`src/rtl/cdb_arbiter_pkg.sv`:
```
// Shared constants for the common-data-bus arbiter: unit indices, bus widths
// and the rename tag that means "nothing to broadcast".
package cdb_arbiter_pkg;

  localparam int CDB_N_REQ   = 3;
  localparam int CDB_REQ_ALU = 0;
  localparam int CDB_REQ_LSU = 1;
  localparam int CDB_REQ_BRU = 2;

  localparam int CDB_DATA_W  = 32;
  localparam int CDB_LOCK_W  = 5;
  localparam logic [CDB_LOCK_W-1:0] CDB_NO_LOCK = '0;

endpackage

```
`src/rtl/cdb_arbiter_rr_pick.sv`:
```
// Round-robin one-hot picker: the first set request at or above ptr, wrapping
// modulo N, found by a priority encode over a doubled request vector.
module rr_pick
  import cdb_arbiter_pkg::*;
#(
  parameter int N = CDB_N_REQ,
  localparam int PTR_W = (N > 1) ? $clog2(N) : 1
) (
  input  logic [N-1:0]     req,
  input  logic [PTR_W-1:0] ptr,
  output logic [N-1:0]     grant,
  output logic             any,
  output logic [PTR_W-1:0] idx
);

  logic [2*N-1:0] dbl;
  int             sel;

  always_comb begin
    dbl = {req, req};
    // Lower copy is masked below ptr; the upper copy supplies the wrap-around.
    for (int j = 0; j < N; j++) begin
      if (j < int'(ptr)) dbl[j] = 1'b0;
    end
    any = 1'b0;
    sel = 0;
    for (int j = 2*N-1; j >= 0; j--) begin
      if (dbl[j]) begin
        any = 1'b1;
        sel = (j >= N) ? j - N : j;
      end
    end
    idx = PTR_W'(sel);
    grant = '0;
    for (int k = 0; k < N; k++) begin
      grant[k] = any && (sel == k);
    end
  end

endmodule

```
`src/rtl/cdb_arbiter.sv`:
```
// Common data bus arbiter: one holding slot per functional unit, drained one
// per cycle in round-robin order onto a registered broadcast bus.
module cdb_arbiter
  import cdb_arbiter_pkg::*;
#(
  parameter int N_REQ  = CDB_N_REQ,
  parameter int DATA_W = CDB_DATA_W,
  parameter int LOCK_W = CDB_LOCK_W,
  parameter logic [LOCK_W-1:0] NO_LOCK = '0
) (
  input  logic                     clk,
  input  logic                     rst,
  input  logic                     flush,
  input  logic [N_REQ-1:0]         req_valid,
  input  logic [N_REQ*LOCK_W-1:0]  req_index,
  input  logic [N_REQ*DATA_W-1:0]  req_result,
  output logic [N_REQ-1:0]         req_ready,
  output logic                     cdb_valid,
  output logic [LOCK_W-1:0]        cdb_index,
  output logic [DATA_W-1:0]        cdb_result
);

  localparam int PTR_W = (N_REQ > 1) ? $clog2(N_REQ) : 1;

  function automatic logic [PTR_W-1:0] rr_next(input logic [PTR_W-1:0] i);
    return (int'(i) == N_REQ - 1) ? '0 : i + PTR_W'(1);
  endfunction

  logic [N_REQ-1:0]  slot_vld_p0;
  logic [LOCK_W-1:0] slot_tag_p0  [N_REQ];
  logic [DATA_W-1:0] slot_data_p0 [N_REQ];
  logic [PTR_W-1:0]  rr_ptr;

  logic [N_REQ-1:0]  cand;
  logic [N_REQ-1:0]  drop;
  logic [N_REQ-1:0]  grant;
  logic [N_REQ-1:0]  accept;
  logic              gnt_any;
  logic [PTR_W-1:0]  gnt_idx;
  logic [LOCK_W-1:0] gnt_tag;
  logic [DATA_W-1:0] gnt_data;

  logic              cdb_vld_p1;
  logic [LOCK_W-1:0] cdb_tag_p1;
  logic [DATA_W-1:0] cdb_data_p1;

  // A slot holding NO_LOCK never competes; it is simply emptied.
  always_comb begin
    cand = '0;
    drop = '0;
    for (int i = 0; i < N_REQ; i++) begin
      drop[i] = slot_vld_p0[i] && (slot_tag_p0[i] == NO_LOCK);
      cand[i] = slot_vld_p0[i] && !drop[i];
    end
  end

  rr_pick #(.N(N_REQ)) u_pick (
    .req   (cand),
    .ptr   (rr_ptr),
    .grant (grant),
    .any   (gnt_any),
    .idx   (gnt_idx)
  );

  always_comb begin
    gnt_tag  = '0;
    gnt_data = '0;
    for (int i = 0; i < N_REQ; i++) begin
      if (grant[i]) begin
        gnt_tag  = gnt_tag  | slot_tag_p0[i];
        gnt_data = gnt_data | slot_data_p0[i];
      end
    end
  end

  assign req_ready = ~slot_vld_p0 | grant;
  assign accept    = req_valid & req_ready;

  // ---- stage p0: per-unit holding slots ----
  always_ff @(posedge clk) begin
    if (rst || flush) begin
      slot_vld_p0 <= '0;
    end else begin
      for (int i = 0; i < N_REQ; i++) begin
        if (accept[i])                slot_vld_p0[i] <= 1'b1;
        else if (grant[i] || drop[i]) slot_vld_p0[i] <= 1'b0;
      end
    end
  end

  always_ff @(posedge clk) begin
    for (int i = 0; i < N_REQ; i++) begin
      if (accept[i]) begin
        slot_tag_p0[i]  <= req_index[i*LOCK_W +: LOCK_W];
        slot_data_p0[i] <= req_result[i*DATA_W +: DATA_W];
      end
    end
  end

  always_ff @(posedge clk) begin
    if (rst)                    rr_ptr <= '0;
    else if (!flush && gnt_any) rr_ptr <= rr_next(gnt_idx);
  end

  // ---- stage p1: registered broadcast, idle value is NO_LOCK / zero ----
  always_ff @(posedge clk) begin
    if (rst || flush || !gnt_any) begin
      cdb_vld_p1  <= 1'b0;
      cdb_tag_p1  <= NO_LOCK;
      cdb_data_p1 <= '0;
    end else begin
      cdb_vld_p1  <= 1'b1;
      cdb_tag_p1  <= gnt_tag;
      cdb_data_p1 <= gnt_data;
    end
  end

  assign cdb_valid  = cdb_vld_p1;
  assign cdb_index  = cdb_tag_p1;
  assign cdb_result = cdb_data_p1;

endmodule

```
`config.mk`:
```
export PLATFORM = sky130hd
export DESIGN_NAME = cdb_arbiter
export DESIGN_NICKNAME = d
export VERILOG_FILES = /design/src/rtl/cdb_arbiter_pkg.sv /design/src/rtl/cdb_arbiter_rr_pick.sv /design/src/rtl/cdb_arbiter.sv
export SDC_FILE = /design/constraint.sdc
export NUM_CORES = 1
export LEC_CHECK = 0
export ABC_CLOCK_PERIOD_IN_PS = 8400
export BUFFER_PORTS_ARGS = -buffer_cell sky130_fd_sc_hd__buf_2
export CAP_MARGIN = 20
export CORE_MARGIN = 2
export CORE_UTILIZATION = 30
export DETAILED_ROUTE_END_ITERATION = 8
export PLACE_DENSITY_LB_ADDON = 0.15
export SLEW_MARGIN = 40
export SYNTH_ARGS = -nofsm -noshare
export SYNTH_HDL_FRONTEND = slang
export SYNTH_HIERARCHICAL = 1
export SYNTH_SLANG_ARGS = --single-unit
```
`constraint.sdc`:
```
create_clock -name clk -period 8.4 [get_ports clk]
set_input_delay 1.68 -clock clk [delete_from_list [all_inputs] [get_ports clk]]
set_output_delay 1.68 -clock clk [all_outputs]
set_load 0.02 [all_outputs]
```
== Word-level counts from Yosys, hierarchy flattened ==
Memories as Yosys holds them, arrays and structs flattened.
Cells that the tools add are included.
Word-level totals
  bits in registers: 43
  RAM bits: 111
  input port bits: 117
  output and inout bits: 41
  logic and storage cells: 85
  memories: 2
Operators by class
  add/subtract/negate cells: 1
  magnitude comparators: 3
  equal/unequal tests: 3
  multiplexer cells: 35
  bitwise gates (word level): 7
  reduce and logical (&&, ||, !) cells: 27
Memories
  slot_data_p0: depth 3, width 32, read ports 3, clocked after Yosys merged registers in 0, wr ports 3, RTL line cdb_arbiter.sv:31  | logic [DATA_W-1:0] slot_data_p0 [N_REQ];
  slot_tag_p0: depth 3, width 5, read ports 3, clocked after Yosys merged registers in 0, wr ports 3, RTL line cdb_arbiter.sv:30  | logic [LOCK_W-1:0] slot_tag_p0 [N_REQ];
Operator list (count)
  32-bit 2-to-1 mux: 3
  32-bit OR: 2
  32-bit logical NOT: 1
  1-bit 2-to-1 mux: 22
  5-bit logical NOT: 3
  5-bit 2-to-1 mux: 3
  2-bit 2-to-1 mux: 7
  1-bit logical AND: 10
  5-bit OR: 2
  2-bit nonzero test: 3
  1-bit logical NOT: 5
  1-bit logical OR: 5
  2-bit equality test, second input constant: 2
  1-bit by 2-bit less-than comparator with 1-bit output, first input constant: 2
  3-bit AND: 1
  3-bit NOT: 1
  3-bit OR: 1
  2-bit by 1-bit adder with 2-bit output, second input constant: 1
  2-bit by 1-bit equality test with 1-bit output, second input constant: 1
  2-bit less-than comparator, first input constant: 1

== Logic depth before layout (Yosys ltp) ==
Gate-level depths: netlist (run 1).
An unclocked memory read counts as a cell.
  depth in word-level cells: 18
  depth in mapped cells: 9
  mapped depth without buffers: 8

== Modules after synthesis ==
The synthesis (run 1) kept the hierarchy.
Modules (own cells, without submodules)
  cdb_arbiter: instances 1, cells an instance 277, area an instance 5072.4 sq um, seq. area each 4194.0 sq um
  rr_pick: instances 1, cells an instance 13, area an instance 90.1 sq um, seq. area each 0.0 sq um

== Worst setup path before layout (run 1) ==
OpenSTA, ideal clock, no wires.
  path kind: reg-to-output
  start: memory slot_tag_p0[0][13] (netlist bit)
  end: output req_ready[1]
  arrival: 1.695 ns
  required time: 6.720 ns
  path slack: 5.025 ns
  cell stages (with the launch flop): 7
  path buffers: 0
  path through: edfxtp_1 or3_1 nor3_1 nor2b_1 a221oi_1 nor2b_2 inv_1
RTL lines
  start, declared: RTL line cdb_arbiter.sv:30
  end, declared: RTL line cdb_arbiter.sv:17  | output logic [N_REQ-1:0] req_ready,

==> results of run 1 <==
layout by cell type, fill, tap and decap left out, types with 2 or more instances in the layout:
master and count:
mux2i_1 2, or3_1 4, a2111oi_0 2, a222oi_1 37, buf_4 2, edfxtp_1 111, and2_4 3, clkbuf_16 17
clkinv_4 3, diode_2 2, dfxtp_1 43, inv_6 5, nor2b_2 3, nor2_1 45, nor3_2 2, inv_1 5
buf_2 157, nor2b_1 5, bufinv_16 4
how the worst max path moves through the flow:
stage | from | to | slack [ns] | cells past startpoint
final | slot_tag_p0[0][7]$_DFFE_PP_ | req_ready[2] | 3.96 | 8
after global routing | slot_tag_p0[0][7]$_DFFE_PP_ | req_ready[2] | 3.79 | 8
after CTS | slot_tag_p0[0][7]$_DFFE_PP_ | req_ready[2] | 3.92 | 8
after detailed placement | slot_tag_p0[0][7]$_DFFE_PP_ | req_ready[2] | 4.40 | 8
after global placement | slot_tag_p0[0][7]$_DFFE_PP_ | req_ready[2] | 4.16 | 8
after floorplan | slot_tag_p0[0][13]$_DFFE_PP_ | req_ready[1] | 5.02 | 6
layout make-up:
class	instances	area [sq um]	share of cell area
multi-input combinational	115	841	0.124
clock inverter	15	214	0.0316
antenna	2	5.00	0.000739
timing repair buffer	159	801	0.118
inverter	5	18.8	0.00277
tap	220	275	0.0406
sequential	154	4190	0.619
clock buffer	17	425	0.0628
where the power goes:
part	switching (uW)	internal, uW	total (uW)
Combinational	56.2	38.9	95.1
Sequential	11.0	858	869
Clock	315	505	820
state kept, by name (all words and copies together) (netlist names):
register and flops:
slot_tag_p0 15, cdb_index 5, slot_vld_p0 3, cdb_valid 1
cdb_result 32, rr_ptr 2, slot_data_p0 96
routing by layer:
metal / track usage / share of wire / vias to the layer above
met5: 0 / 0 / -
met4: 0.0365 / 0.010 / 0
met3: 0.0599 / 0.086 / 9
met2: 0.234 / 0.49 / 127
met1: 0.165 / 0.41 / 1502
li1: - / - / 1487
critical path, delay by kind of cell, from the launching register on:
family                 cells  cell delay [ns]
AO/OA/AOI/OAI              1             0.54
buffers and inverters      2             0.25
flip-flops                 1             0.39
AND/OR/NAND/NOR            5             1.17
cells by family after synthesis:
family | count (synthesis)
AOI/OAI and AO/OA | 45
buffers and inverters | 21
DFF | 154
muxes | 2
and+or+nand+nor | 68
through the flow:
step / instances / hold slack, ns
floorplan: 290 / 0.457
global placement: 653 / 0.468
detailed placement: 653 / 0.470
CTS: 685 / 0.484
global route: 685 / 0.512
finish: 687 / 0.482
==> metrics.md, run 1 <==
| Metric | Value |
|---|---|
| Status | complete, no violations |
| DRT antenna net count | 0 |
| Initial antenna violation count | 2 |
| CTS Buffer Depth | 2 |
| Drt first-iter violations | 255 |
| Worst Setup Slack, final | 3.96 ns |
| Cell count after synthesis | 290 |
| Mux share of post-synthesis cell area | 0.00388 |
| Worst Hold End | cdb_result[17]$_SDFF_PN0_ |
| Die height | 135 um |
| Final instance area | 0.00677 sq mm |
| Layout fillers | 1605 |
| R2R Setup Slk | 5.30 ns |
| CP Data Arrival Time | 2.76 ns |
| GP Congestion | 0.748 |
| Post-Synth XOR/XNOR Area | 0 |
| Hold buffers post-CTS | 0 |
| Hold Path Class | reg2reg |
| CTS root buffer | clkbuf_16 |
| Die area | 0.0183 sq mm |
| Proportion of layout cells with a drive suffix above 1 | 0.437 |
| PwrDens | 263 mW/mm^2 |
| Max Fanout on Critical Path | 38 |
| Largest net degree at the start of global routing | 39 |
| Final nets | 569 |
| #FFs+latches synth | 154 |
| Hold depth | 2 |
| Synthesis warning total | 6 |
| Primary FF master, synth | edfxtp_1 |
| Port Buf Inserts | 157 |
| Post-synth top area share | 0.646 |
| Setup crit end kind | output port |
| Grt ovf | 0 |
| H-tree levels | 4 |
| # resized after CTS | 0 |
| HP Start | slot_data_p0[0][81]$_DFFE_PP_ |
| Cts bufs inserted | 17 |
| Worst Path Required | 6.72 ns |
| Cells along the critical path | or3_1 -> nor3_2 -> nor2b_1 -> nor3b_1 -> o31a_4 -> nor2b_2 -> inv_1 -> buf_2 |
| PnR Total Power | 1780 uW |
| Initial DRT Pass Iterations | 5 |
| Slew margin rel. | 0.591 |
| R2R depth | 8 |
| Hold Fails Final Rpt | 0 |
| Row count | 47 |
| Final min period | 4.44 ns |
| Clock Latency Late Sink | 0.41 ns |
| Reg-to-reg endpoint | slot_data_p0[0][80]$_DFFE_PP_ |
| Die width | 135 um |
| Slowest cell delay on critical path | 0.54 ns |
| Post-detailed-route via-to-cell ratio | 4.55 |
| Dpl hpwl | 7.44 mm |
| Adder-cell area share of the yosys netlist | 0 |
| Area grow syn2layout | 31.2% |
| Core area | 0.0167 sq mm |
| Synthesized area per cell | 17.8 sq um |
| Avg WL per Cell | 18.2 um |
| Async S/R FF share, synth | 0 |
| Initial Util | 0.309 |
| Mapped cell area | 0.00516 sq mm |
| Post-CTS Setup Repair Bufs | 0 |
| Clk pin slew, worst setup/hold paths | 0.06 ns |
| Slew @ Worst Pin | 0.614 ns |
| Final core occ | 0.406 |
| Register area share after synthesis | 0.812 |
| Dpl ws | 4.40 ns |
| Pins Over Slew Limit | 0 |
| Number of max-cap violations | 0 |
| Routed wire length | 12.5 mm |
| Via Count | 3125 |
| Synth cell count leaders | 111 x edfxtp_1, 45 x nor2_1, 43 x dfxtp_1 |
| Crit path kind | reg2out |
| First-pass GRT wire length | 18.6 mm |
| Post-synth top area cell | edfxtp_1 |
| Clock tree sinks | 154 |
| Syn Nets | 407 |
| EDFF count, synth | 111 |
| Final setup vio count | 0 |
| R2R Path Start | slot_tag_p0[0][7]$_DFFE_PP_ |
| GRT Total Usage | 0.139 |
| Largest family of logic cells by synthesized area | compound AO/OA/AOI/OAI gates |
| Final period util | 0.529 |
| CP Launch Type | flip-flop |
| Slowest-stage cell, CP | o31a_4 |
| Dpl cell area | 0.00613 sq mm |
| CTS tree | yes |
| Synth area leaders | edfxtp_1 65%, dfxtp_1 17%, a222oi_1 7.2% |
| Compound-gate portion of the synthesized area | 0.0858 |
| Achievable frequency | 0.225 GHz |
| Vias in the first global route | 3300 |
| Cell leakage power | 0.00265 uW |
| Unrepaired setup endpoints after global routing | no |
| Clock Skew | 0.00654 ns |
| Synth Area in Simple Gates | 0.0657 |
| IO Count | 158 |
| Residual DRC count | 0 |
| Peak supply drop | 180 uV |
| TNS Setup | 0 ns |
| Synth cell types | 25 |
| Most frequent cell after synthesis | edfxtp_1 |
Note: power is estimated with default switching activity, not from simulation.
==> run 2: changes to the inputs <==
--- a/config.mk
+++ b/config.mk
@@ -5,7 +5,8 @@
 export SDC_FILE = /design/constraint.sdc
 export NUM_CORES = 1
 export LEC_CHECK = 0
-export ABC_CLOCK_PERIOD_IN_PS = 8400
+export ABC_AREA = 1
+export ABC_CLOCK_PERIOD_IN_PS = 4100
 export BUFFER_PORTS_ARGS = -buffer_cell sky130_fd_sc_hd__buf_2
 export CAP_MARGIN = 20
 export CORE_MARGIN = 2
==> constraint.sdc (replaced) <==
create_clock -name clk -period 4.1 [get_ports clk]
set_input_delay 0.82 -clock clk [delete_from_list [all_inputs] [get_ports clk]]
set_output_delay 0.82 -clock clk [all_outputs]
set_load 0.02 [all_outputs]
==> run 2 against run 1 <==
Global-route usage fell by 0.12 points. Critical path depth rose by 3. Highest routed layer unchanged. Clock skew rose by 0.0046 ns. Synthesized area rose by 6.9%. Non-clock buffer count rose by 3.
==> metrics.md, run 2 <==
| Metric | Value |
|---|---|
| Status | complete, no violations |
| Final setup vio count | 0 |
| Final min period | 3.17 ns |
| Drt first-iter violations | 119 |
| Async S/R FF share, synth | 0 |
| Achievable frequency | 0.316 GHz |
| Final period util | 0.772 |
| Crit path kind | reg2out |
| Syn Nets | 583 |
| Hold buffers post-CTS | 0 |
| Final nets | 748 |
| Final instance area | 0.00719 sq mm |
| Hold Fails Final Rpt | 0 |
| Die width | 140 um |
| Slew @ Worst Pin | 0.695 ns |
| Dpl ws | 1.16 ns |
| Port Buf Inserts | 157 |
| Clock tree sinks | 154 |
| EDFF count, synth | 111 |
| Synthesized area per cell | 11.8 sq um |
| Register Area | 0.00419 sq mm |
| IO Count | 158 |
| Primary FF master, synth | edfxtp_1 |
| DRT antenna net count | 0 |
| Reg with most FFs | slot_data_p0 |
| Largest net degree at the start of global routing | 39 |
| PnR Total Power | 3760 uW |
| Cts bufs inserted | 17 |
| Layout fillers | 1819 |
| H-tree levels | 4 |
| Post-synth top area cell | edfxtp_1 |
| Dpl cell area | 0.00656 sq mm |
| Most frequent cell after synthesis | nand2_1 |
| Slew margin rel. | 0.536 |
| Mapped cell area | 0.00552 sq mm |
| Max reg flops | 96 |
| TNS Setup | 0 ns |
| Synth cell types | 15 |
| Residual DRC count | 0 |
| Area of the multi-input gates | 0.00101 sq mm |
| PwrDens | 522 mW/mm^2 |
| Register area share after synthesis | 0.760 |
| CP bufs+invs | 4 |
| Worst Path Required | 3.28 ns |
| Row count | 49 |
| Peak supply drop | 340 uV |
| GRT Total Usage | 0.138 |
| Slowest cell delay on critical path | 0.39 ns |
| Clock Latency Late Sink | 0.41 ns |
| Avg WL per Cell | 14.8 um |
| Die height | 140 um |
| Via Count | 3655 |
| Commonest non-fill, non-tap cells in the layout | 163 x nand2_1, 157 x buf_2, 111 x edfxtp_1 |
| Post-CTS Setup Repair Bufs | 0 |
| Worst Setup Slack, final | 0.934 ns |
| First-pass GRT wire length | 20.4 mm |
| Proportion of layout cells with a drive suffix above 1 | 0.320 |
| Initial antenna violation count | 0 |
| Cells along the critical path | nor2_1 -> nand3_1 -> nand2_1 -> inv_1 -> nor2_1 -> nand2_2 -> a21oi_4 -> buf_4 -> nor2_1 -> inv_2 -> buf_2 |
| Grt ovf | 0 |
| Vias in the first global route | 3890 |
| Synth area leaders | edfxtp_1 60%, dfxtp_1 16%, nand2_1 11% |
| Synth cell count leaders | 163 x nand2_1, 111 x edfxtp_1, 55 x inv_1 |
| Clk pin slew, worst setup/hold paths | 0.06 ns |
| GP Congestion | 0.781 |
| #FFs+latches synth | 154 |
| Pins Over Slew Limit | 0 |
| Dpl hpwl | 8.51 mm |
| Crit path top cell by count | nor2_1 |
| Number of max-cap violations | 0 |
| Die area | 0.0195 sq mm |
| Routed wire length | 12.9 mm |
| Cell leakage power | 0.00334 uW |
| Post-detailed-route via-to-cell ratio | 4.19 |
| Most common cell after layout, fill and taps aside | nand2_1 |
| Setup crit end kind | output port |
| Cell count after synthesis | 466 |
| Inserted Diodes | 0 |
| Initial DRT Pass Iterations | 5 |
| Max Fanout on Critical Path | 38 |
| Hold Path Class | reg2reg |
| Crit-path leading delay family | simple AND/OR/NAND/NOR gates |
| CTS root buffer | clkbuf_16 |
| CTS tree | yes |
| Post-synth top area share | 0.604 |
| Area grow syn2layout | 30.3% |
| Slowest-stage cell, CP | buf_4 |
| Initial Util | 0.306 |
| CP Data Arrival Time | 2.35 ns |
| Unrepaired setup endpoints after global routing | no |
| CTS Buffer Depth | 2 |
| Clock Skew | 0.0112 ns |
| Core area | 0.0180 sq mm |
| CP Launch Type | flip-flop |
| # resized after CTS | 0 |
| Synthesis warning total | 6 |
==> run 2: cell types whose count changed after synthesis, sizes merged, moves of 6 or more <==
cell    before  now
nor2        45   16
a21oi        0    6
a222oi      37    0
inv          5   60
nand3        0   44
nor2b        9    0
nand2        0  169
==> run 2: per-stage QoR <==
step                      utilization  hold WS [ns]  std cells
final                           0.399         0.519        873
after global routing            0.399         0.553        873
after CTS                       0.399         0.526        873
after detailed placement        0.364         0.518        841
after global placement          0.362         0.505        839
after floorplan                     -         0.483        466
==> run 2: layout make-up <==
cell class	instances	share of cell area
repair buffers	162	0.117
clock buffers	22	0.0645
inverters	60	0.0322
flip-flops and latches	154	0.583
clock inverters	10	0.0237
well taps	229	0.0398
multi-input cells	236	0.140
==> run 2: logic make-up after synthesis <==
| family | count (synthesis) | share of synthesized area |
|---|---|---|
| compound gates | 6 | 0.00748 |
| buf+inv | 76 | 0.0607 |
| simple gates | 230 | 0.172 |
| flops | 154 | 0.760 |
==> run 2: worst paths after layout <==
path                                               startpoint                            end  slack (ns)  depth (start not counted)
worst max-delay path              slot_tag_p0[0][0]$_DFFE_PP_                   req_ready[1]        0.93                         11
worst min-delay path            slot_data_p0[0][12]$_DFFE_PP_      cdb_result[12]$_SDFF_PN0_        0.52                          4
worst max register to register    slot_tag_p0[0][3]$_DFFE_PP_  slot_data_p0[0][46]$_DFFE_PP_        1.32                         12
worst min register to register  slot_data_p0[0][12]$_DFFE_PP_      cdb_result[12]$_SDFF_PN0_        0.52                          4
==> run 2: report_power, final <==
group	switching (uW)	total, uW	internal (uW)
registers	23.3	1790	1770
clock network	585	1690	1100
logic	180	277	97.4
==> run 2: tightest hold or removal path: stages (launching register included) <==
cell,delay (ns)
edfxtp_1,0.32
nand2_1,0.05
nand3_1,0.05
nand2_1,0.04
inv_1,0.04
==> run 2: routing by layer <==
layer,share of wire,wire [um],track usage,up-vias
met5,0,0,0,-
met3,0.050,649,0.0399,10
met4,0.013,173,0.0505,0
met2,0.50,6500,0.240,114
li1,-,-,-,1835
met1,0.43,5550,0.162,1696
==> run 3: changes to the inputs <==
--- a/config.mk
+++ b/config.mk
@@ -6,7 +6,7 @@
 export NUM_CORES = 1
 export LEC_CHECK = 0
 export ABC_AREA = 1
-export ABC_CLOCK_PERIOD_IN_PS = 4100
+export ABC_CLOCK_PERIOD_IN_PS = 3000
 export BUFFER_PORTS_ARGS = -buffer_cell sky130_fd_sc_hd__buf_2
 export CAP_MARGIN = 20
 export CORE_MARGIN = 2
==> constraint.sdc (replaced) <==
create_clock -name clk -period 3 [get_ports clk]
set_input_delay 0.6 -clock clk [delete_from_list [all_inputs] [get_ports clk]]
set_output_delay 0.6 -clock clk [all_outputs]
set_load 0.02 [all_outputs]
==> run 3 against run 2 <==
Highest routed layer unchanged. Register-to-register slack got worse by 0.57 ns. First-iteration DRC count increased by 39%. Hold slack got worse by 0.16 ns. Clock skew decreased by 0.0011 ns. Largest power group unchanged. Clock power increased by 21%. Via count decreased by 0.77%. Combinational power increased by 39%.
==> metrics.md, run 3 (synthesized netlist as in run 2, its figures left out) <==
| Metric | Value |
|---|---|
| Avg WL per Cell | 14.9 um |
| Cells along the critical path | nor2_1 -> nand3_1 -> nand2_1 -> inv_1 -> inv_1 -> nor2_1 -> a21oi_1 -> nand2_2 -> nand2_2 -> nor2_4 -> nor2_1 -> inv_2 -> buf_2 |
| Residual DRC count | 0 |
| Number of max-cap violations | 0 |
| CTS Buffer Depth | 2 |
| Reg-to-reg endpoint | slot_data_p0[0][11]$_DFFE_PP_ |
| Worst Setup Slack, final | 0.257 ns |
| Inserted Diodes | 0 |
| CP Launch Type | flip-flop |
| Clock tree sinks | 154 |
| Dpl hpwl | 8.08 mm |
| Final period util | 0.914 |
| Clock Skew | 0.0101 ns |
| CTS tree | yes |
| First-pass GRT wire length | 20.6 mm |
| Status | complete, no violations |
| Max Fanout on Critical Path | 3 |
| DRT antenna net count | 0 |
| Die height | 140 um |
| Slowest-stage cell, CP | edfxtp_1 |
| Unrepaired setup endpoints after global routing | no |
| R2R depth | 12 |
| Area grow syn2layout | 29.4% |
| Hold buffers post-CTS | 0 |
| Worst Path Required | 2.40 ns |
| Slowest cell delay on critical path | 0.39 ns |
| Port Buf Inserts | 157 |
| Final min period | 2.74 ns |
| Final hold slack | 0.358 ns |
| HP Start | req_index[2] |
| CP Data Arrival Time | 2.14 ns |
| CP bufs+invs | 4 |
| Proportion of layout cells with a drive suffix above 1 | 0.322 |
| Clock Latency Late Sink | 0.41 ns |
| Reg with most FFs | slot_data_p0 |
| Crit path from | slot_tag_p0[0][5]$_DFFE_PP_ |
| Max reg flops | 96 |
| Row count | 49 |
| Dpl cell area | 0.00658 sq mm |
| Levels on crit path | 13 |
| TNS Setup | 0 ns |
| Routed wire length | 13.0 mm |
| Slew margin rel. | 0.635 |
| Final instance area | 0.00714 sq mm |
| R2R Path Start | slot_tag_p0[0][4]$_DFFE_PP_ |
| Die area | 0.0195 sq mm |
| CP endpoint | req_ready[0] |
| R2R Setup Slk | 0.75 ns |
| GRT Total Usage | 0.139 |
| CTS root buffer | clkbuf_16 |
| Post-CTS Setup Repair Bufs | 0 |
| Clk pin slew, worst setup/hold paths | 0.06 ns |
| Most common cell after layout, fill and taps aside | nand2_1 |
| Cell leakage power | 0.00332 uW |
| Crit-path leading delay family | simple AND/OR/NAND/NOR gates |
| Vias in the first global route | 3770 |
| Commonest non-fill, non-tap cells in the layout | 163 x nand2_1, 157 x buf_2, 111 x edfxtp_1 |
| Cts bufs inserted | 17 |
| Crit path kind | reg2out |
| IO Count | 158 |
| Largest net degree at the start of global routing | 38 |
| Core area | 0.0180 sq mm |
| Hold Path Class | in2reg |
| Initial Util | 0.306 |
| Post-detailed-route via-to-cell ratio | 4.15 |
| Pins Over Slew Limit | 0 |
| Drt first-iter violations | 165 |
| Final setup vio count | 0 |
| Peak supply drop | 417 uV |
| Die width | 140 um |
| Setup crit end kind | output port |
| PwrDens | 684 mW/mm^2 |
| H-tree levels | 4 |
| PnR Total Power | 4880 uW |
| Slew @ Worst Pin | 0.546 ns |
| Via Count | 3627 |
| Initial antenna violation count | 0 |
| Achievable frequency | 0.365 GHz |
| Hold Fails Final Rpt | 0 |
| Final nets | 749 |
| # resized after CTS | 0 |
| Initial DRT Pass Iterations | 4 |
| Dpl ws | 0.727 ns |
| Crit path top cell by count | nor2_1 |
| Grt ovf | 0 |
| GP Congestion | 0.762 |
==> run 3: final cells by class <==
type,instances,area [sq um]
Fill cell,1766,10900
Sequential cell,154,4190
Multi-Input combinational cell,236,1010
Inverter,60,228
Clock inverter,13,128
Tap cell,229,287
Clock buffer,19,433
Timing Repair Buffer,163,868
==> run 3: per-layer routing <==
metal,vias up,GRT usage,part of all wire
li1,1835,-,-
met1,1669,0.168,0.43
met2,114,0.234,0.49
met3,9,0.0492,0.066
met4,0,0.0416,0.012
met5,-,0,0
==> run 3: report_power, final <==
group          switching, uW  internal [uW]  leakage (uW)
combinational            246            139       0.00162
sequential              31.7           2410       0.00143
clock                    837           1220      0.000271
total                   1110           3770       0.00332
==> run 3: stage by stage <==
stage	cells	util
final	874	0.396
after detailed placement	842	0.365
after global routing	874	0.396
after floorplan	466	-
after CTS	874	0.396
after global placement	842	0.365
==> run 3: how the worst min path moves through the flow <==
stage / end / slack [ns] / cells past startpoint
after global routing: slot_data_p0[0][6]$_DFFE_PP_ / 0.33 / 1
final: slot_tag_p0[0][2]$_DFFE_PP_ / 0.36 / 1
after detailed placement: cdb_result[21]$_SDFF_PN0_ / 0.51 / 4
after global placement: rr_ptr[0]$_SDFFE_PP0P_ / 0.50 / 2
after floorplan: rr_ptr[0]$_SDFFE_PP0P_ / 0.48 / 2
after CTS: slot_data_p0[0][38]$_DFFE_PP_ / 0.33 / 1
